==> config.mk <==
export PLATFORM = sky130hd
export DESIGN_NAME = openmips_rst_ctrl
export DESIGN_NICKNAME = d
export VERILOG_FILES = /design/src/rtl/openmips_rst_ctrl.sv
export SDC_FILE = /design/constraint.sdc
export NUM_CORES = 1
export LEC_CHECK = 0
export BUFFER_PORTS_ARGS = -buffer_cell sky130_fd_sc_hd__buf_2
export CELL_PAD_IN_SITES_DETAIL_PLACEMENT = 1
export CELL_PAD_IN_SITES_GLOBAL_PLACEMENT = 1
export CORE_MARGIN = 4
export CORE_UTILIZATION = 25
export CTS_CLUSTER_DIAMETER = 80
export DETAILED_ROUTE_END_ITERATION = 10
export GPL_TIMING_DRIVEN = 0
export PLACE_DENSITY_LB_ADDON = 0.1
export REMOVE_ABC_BUFFERS = 1
export SLEW_MARGIN = 0
export SYNTH_ARGS = -nofsm -noshare
export SYNTH_HDL_FRONTEND = slang
export SYNTH_SLANG_ARGS = --single-unit
==> constraint.sdc <==
create_clock -name clk -period 2.1 [get_ports clk]
set_input_delay 0.21 -clock clk [delete_from_list [all_inputs] [get_ports clk]]
set_output_delay 0.21 -clock clk [all_outputs]
set_load 0.01 [all_outputs]
==> src/rtl/openmips_rst_ctrl.sv <==
// ---------------------------------------------------------------------------
// openmips_rst_ctrl
// Reset/run controller between the board reset pin and the openmips_min_sopc
// core. The active-low board reset is asserted asynchronously and released
// through a synchronizer. The release is stretched by a hold period before
// the core's active-high reset (cpu_rst) drops. The core reset is re-applied
// on a one-cycle software request. Run cycles are counted in a saturating
// counter.
//
// Optional feature, enabled by `define RST_CTRL_CYCLE_LIMIT_EN:
//   After CYCLE_LIMIT run cycles the core is parked in HALT with cpu_rst=1
//   and halt=1. It leaves HALT only through rst or sw_rst_req. When the
//   macro is undefined, the HALT state and the limit comparator are not built
//   and halt is tied low.
// ---------------------------------------------------------------------------
module openmips_rst_ctrl #(
    parameter int SYNC_STAGES = 2,   // release synchronizer depth, >= 2
    parameter int HOLD_CYCLES = 10,  // extra reset cycles after sync release
    parameter int CNT_W       = 16,  // width of cycle_cnt and hold counter
    parameter int CYCLE_LIMIT = 200  // run cycles before HALT (limit build only)
) (
    input  logic             clk,
    input  logic             rst,         // async, active-low board reset
    input  logic             sw_rst_req,  // 1-cycle software reset request
    output logic             cpu_rst,     // core reset, active-high
    output logic             rst_done,    // pulse on the first RUN cycle
    output logic             halt,        // high while parked in HALT
    output logic [CNT_W-1:0] cycle_cnt    // saturating RUN cycle count
);

    // Hold counter value on the last HOLD cycle. It is unused when the hold
    // period is zero, because ASSERT then goes straight to RUN.
    localparam logic [CNT_W-1:0] HOLD_LAST =
        (HOLD_CYCLES > 0) ? CNT_W'(HOLD_CYCLES - 1) : '0;
    localparam bit               SKIP_HOLD = (HOLD_CYCLES == 0);
    localparam logic [CNT_W-1:0] CNT_MAX   = '1;

`ifdef RST_CTRL_CYCLE_LIMIT_EN
    // RUN leaves for HALT on the edge where the count would reach the limit.
    localparam logic [CNT_W-1:0] LIMIT    = CNT_W'(CYCLE_LIMIT);
    localparam logic [CNT_W-1:0] LIMIT_M1 = CNT_W'(CYCLE_LIMIT - 1);
`endif

    typedef enum logic [1:0] {
        ST_ASSERT = 2'd0,
        ST_HOLD   = 2'd1,
        ST_RUN    = 2'd2
`ifdef RST_CTRL_CYCLE_LIMIT_EN
        ,
        ST_HALT   = 2'd3
`endif
    } state_t;

    // Saturating increment. The run counter sticks at all-ones and never wraps.
    function automatic logic [CNT_W-1:0] sat_inc(input logic [CNT_W-1:0] v);
        logic [CNT_W-1:0] r;
        if (v == CNT_MAX) begin
            r = v;
        end else begin
            r = v + CNT_W'(1);
        end
        return r;
    endfunction

    logic [SYNC_STAGES-1:0] sync_r;
    logic                   sync_out_s;
    state_t                 state_r;
    logic [CNT_W-1:0]       hold_cnt_r;
    logic [CNT_W-1:0]       cycle_cnt_r;
    logic                   cpu_rst_r;
    logic                   rst_done_r;

    // Release synchronizer. It clears immediately on rst and shifts in ones
    // after rst rises, so deassertion is always aligned to clk.
    always_ff @(posedge clk or negedge rst) begin
        if (!rst) begin
            sync_r <= '0;
        end else begin
            sync_r <= {sync_r[SYNC_STAGES-2:0], 1'b1};
        end
    end

    assign sync_out_s = sync_r[SYNC_STAGES-1];

`ifdef RST_CTRL_CYCLE_LIMIT_EN
    logic halt_r;
`endif

    // Sequencing FSM. All outputs are registered here. The software request
    // outranks the cycle limit and is ignored while already in ASSERT.
    always_ff @(posedge clk or negedge rst) begin
        if (!rst) begin
            state_r     <= ST_ASSERT;
            hold_cnt_r  <= '0;
            cycle_cnt_r <= '0;
            cpu_rst_r   <= 1'b1;
            rst_done_r  <= 1'b0;
`ifdef RST_CTRL_CYCLE_LIMIT_EN
            halt_r      <= 1'b0;
`endif
        end else if (sw_rst_req && (state_r != ST_ASSERT)) begin
            // The synchronizer is left full, so HOLD follows after one cycle.
            state_r     <= ST_ASSERT;
            hold_cnt_r  <= '0;
            cycle_cnt_r <= '0;
            cpu_rst_r   <= 1'b1;
            rst_done_r  <= 1'b0;
`ifdef RST_CTRL_CYCLE_LIMIT_EN
            halt_r      <= 1'b0;
`endif
        end else begin
            rst_done_r <= 1'b0;
            case (state_r)
                ST_ASSERT: begin
                    cpu_rst_r <= 1'b1;
                    if (sync_out_s && (hold_cnt_r == '0)) begin
                        if (SKIP_HOLD) begin
                            state_r    <= ST_RUN;
                            cpu_rst_r  <= 1'b0;
                            rst_done_r <= 1'b1;
                        end else begin
                            state_r    <= ST_HOLD;
                        end
                    end else begin
                        state_r <= ST_ASSERT;
                    end
                end
                ST_HOLD: begin
                    if (hold_cnt_r == HOLD_LAST) begin
                        state_r    <= ST_RUN;
                        hold_cnt_r <= '0;
                        cpu_rst_r  <= 1'b0;
                        rst_done_r <= 1'b1;
                    end else begin
                        hold_cnt_r <= hold_cnt_r + CNT_W'(1);
                        cpu_rst_r  <= 1'b1;
                    end
                end
                ST_RUN: begin
`ifdef RST_CTRL_CYCLE_LIMIT_EN
                    if (cycle_cnt_r == LIMIT_M1) begin
                        state_r     <= ST_HALT;
                        cycle_cnt_r <= LIMIT;
                        cpu_rst_r   <= 1'b1;
                        halt_r      <= 1'b1;
                    end else begin
                        cycle_cnt_r <= sat_inc(cycle_cnt_r);
                        cpu_rst_r   <= 1'b0;
                    end
`else
                    cycle_cnt_r <= sat_inc(cycle_cnt_r);
                    cpu_rst_r   <= 1'b0;
`endif
                end
`ifdef RST_CTRL_CYCLE_LIMIT_EN
                ST_HALT: begin
                    // The count stays frozen at the limit until a reset.
                    cpu_rst_r <= 1'b1;
                    halt_r    <= 1'b1;
                end
`endif
                default: begin
                    state_r     <= ST_ASSERT;
                    hold_cnt_r  <= '0;
                    cycle_cnt_r <= '0;
                    cpu_rst_r   <= 1'b1;
                end
            endcase
        end
    end

    assign cpu_rst   = cpu_rst_r;
    assign rst_done  = rst_done_r;
    assign cycle_cnt = cycle_cnt_r;
`ifdef RST_CTRL_CYCLE_LIMIT_EN
    assign halt      = halt_r;
`else
    assign halt      = 1'b0;
`endif

endmodule

==> metrics <==
Lkg Pwr 1.01 nW; Synth Area in Compound Gates 0.214; sequential area share after synthesis 0.465; Synth Area in XOR/XNOR 0.0128; commonest non-fill, non-tap cell in the layout dfrtp_1; Clock Tree Buf Depth 2; clk sinks 38; f_max 513 MHz; post-synthesis adder-cell area fraction 0.0244; R2R cell count 6; Synth cell types 42; reg-to-reg startpoint cycle_cnt[6]; Post-Layout Cell Count 349; EDFF count, synth 0; aggregate global routing overflow 0; ant diodes 0; antenna violations before repair 0; dpl ws -0.150 ns; area share of the largest cell type after synthesis 0.452; Final min period 1.95 ns; drt pass-1 iters 6; Die W 98.5 µm; Pwr per Cell Area 703 mW/mm²; PortBufs 20; Setup crit end cycle_cnt[3]; Max Cap Violations 0; kind of critical path reg -> reg; status completed; nets@finish 253; Mean Syn Cell Area 8.94 µm²; DR DRC count 0; layout cells sized above 1 0.150; element type at the critical path end flip-flop; post-DP HPWL 3790 µm; fin. max-slew vios 0; Async SR Flop Fraction 1.00; FF-to-FF End cycle_cnt[3]; first-pass GRT wire length 9520 µm; flops & latches, synth 38; CTS Hold Buffers Added 0; CTS H-Tree Depth 2; multiplexer share of the synthesized area 0.00550; worst slew pin tran 0.919 ns; Synth area leaders dfrtp_1 (45%), a21oi_1 (5.4%), o21ai_0 (5.4%); Placed Cells incl. Taps 340; Worst Path Max Fanout 9; skew final 0.0109 ns; Starting Density 0.261; post-synthesis cell area 0.00205 mm²; Hold WC Path Type in -> async; Die H 98.5 µm; Mapped Cells 229; Multi-input gate area 0.00101 mm²; CP Launch Point cycle_cnt[6]; Seq. cell area 952 µm²; vias in the first global route 1856; RSZ-0062 raised after global routing false; Clock transition at path regs 0.08 ns; Area Overhead vs Synth 13.5%; YS warnings 0; CP startpoint kind flip-flop; Detailed Route Iter0 Violations 52; Top Ports 22; Most used DFF post-synth dfrtp_1; Synth area leader dfrtp_1; Fillers 958; routability cong. 0.687; final wirelength 5490 µm; worst vdd ir 0.355 mV; Inserted Clock Buffers 5; period utilisation layout 0.928; Die Area 0.00971 mm²; CTS tree yes; Simple-Gate Fraction of Synth Area 0.226; endpoints failing setup 0; Clk Tree Root Cell clkbuf_8; routed vias/inst 5.03; post-route ant nets 0; most frequent cells in the layout dfrtp_1 (37), nand2_1 (22), o21ai_0 (22), a21oi_1 (22), buf_2 (20); WP data required 2.29 ns; main combinational cell family by area after synthesis simple AND/OR/NAND/NOR gates; vias 1757; total power 0.00164 W; Clk Latency, worst-skew pair 0.30 ns; num rows 32; worst reg2reg setup slack 0.15 ns; CP Data Arrival Time 2.14 ns; Final Hold Viols 0; GR Util All Layers 0.121; max-slew headroom at the worst pin 0.387; largest net degree at the start of global routing 39; wire per inst 15.7 µm; worst setup margin 0.151 ns; Core ar. 0.00785 mm²
-- flip-flops by register name, summed over array words and instances (netlist names) --
signal / count
sync_r: 2
cpu_rst: 1
rst_done: 1
state_r: 2
cycle_cnt: 16
hold_cnt_r: 16
-- worst min path at each step --
stage,from,to,depth (start not counted)
3_3_place_gp,sync_r[0],sync_r[1],0
4_1_cts,rst,hold_cnt_r[8],1
6_report,rst,hold_cnt_r[8],1
3_5_place_dp,sync_r[0],sync_r[1],0
5_1_grt,rst,hold_cnt_r[8],1
2_1_floorplan,rst,cycle_cnt[0],0
-- repair_timing --
item | in CTS | in global routing
endpoints found under the setup margin | 12 | 11
setup buffers | 0 | 1
endpoints found under the hold margin | 0 | 0
gates resized for setup | 1 | 2
pin swaps | 0 | 1
-- kinds of logic (layout without fill, tap and decap cells) --
| kind of cell | Yosys count | in the layout |
|---|---|---|
| XOR/XNOR | 3 | 3 |
| other | 2 | 2 |
| buffers and inverters | 20 | 38 |
| adder cells (fa/ha/maj) | 4 | 4 |
| AO/OA/AOI/OAI | 71 | 71 |
| AND/OR/NAND/NOR | 90 | 90 |
| flip-flops | 38 | 38 |
| multiplexers | 1 | 1 |
-- metal layers --
metal | share of wire | up-vias | global-route usage | wire (µm)
met4 | 0.012 | 0 | 0.0315 | 65
met2 | 0.42 | 20 | 0.173 | 2330
li1 | - | 874 | - | -
met1 | 0.53 | 856 | 0.180 | 2920
met5 | 0 | - | 0 | 0
met3 | 0.032 | 7 | 0.0340 | 174
-- per-stage QoR --
stage / hold WS [ns] / utilization / cell area (µm²) / TNS, ns
2_1_floorplan: -0.0856 / - / 1980 / 0
3_3_place_gp: 0.336 / 0.282 / 2210 / -1.04
3_5_place_dp: 0.347 / 0.282 / 2210 / -1.17
4_1_cts: 0.0919 / 0.293 / 2300 / 0
5_1_grt: 0.115 / 0.296 / 2320 / 0
6_report: 0.0443 / 0.296 / 2320 / 0
-- report_power, final --
part / total [W] / internal, W / switching [W]
logic: 0.000319 / 0.000104 / 0.000215
registers: 0.000812 / 0.000764 / 0.0000482
clock network: 0.000504 / 0.000231 / 0.000274
-- cell type report --
cell class	count	share of cell area
repair buffers	21	0.0517
inverters	9	0.0145
well taps	102	0.0549
multi-input cells	171	0.434
clock inverters	2	0.00431
flip-flops and latches	38	0.410
clock buffers	6	0.0312
-- cells in the mapped netlist, types with 2 or more instances --
cell and instances:
xnor2_1 2, inv_1 9, o31ai_1 3, or4_1 2
and3_1 7, nand2b_1 3, buf_2 5, buf_6 2
nor4_1 3, o21ai_0 22, a21o_1 4, nand4_1 8
nor2_1 14, and4_1 2, nor3_1 4, a41oi_1 3
nand3_1 15, dfrtp_1 37, clkbuf_1 2, a21oi_1 22
nand2_1 22, o211ai_1 2, conb_1 2, or3_1 6
a31oi_1 8, ha_1 4
-- critical path, stage by stage (launching register included) --
cell	delay, ns
dfrtp_1	0.53
nand3_2	0.16
or3_1	0.54
o31ai_4	0.30
buf_12	0.16
o21ai_0	0.08
o31ai_1	0.08
No activity file was read; power rests on OpenSTA's default activity.
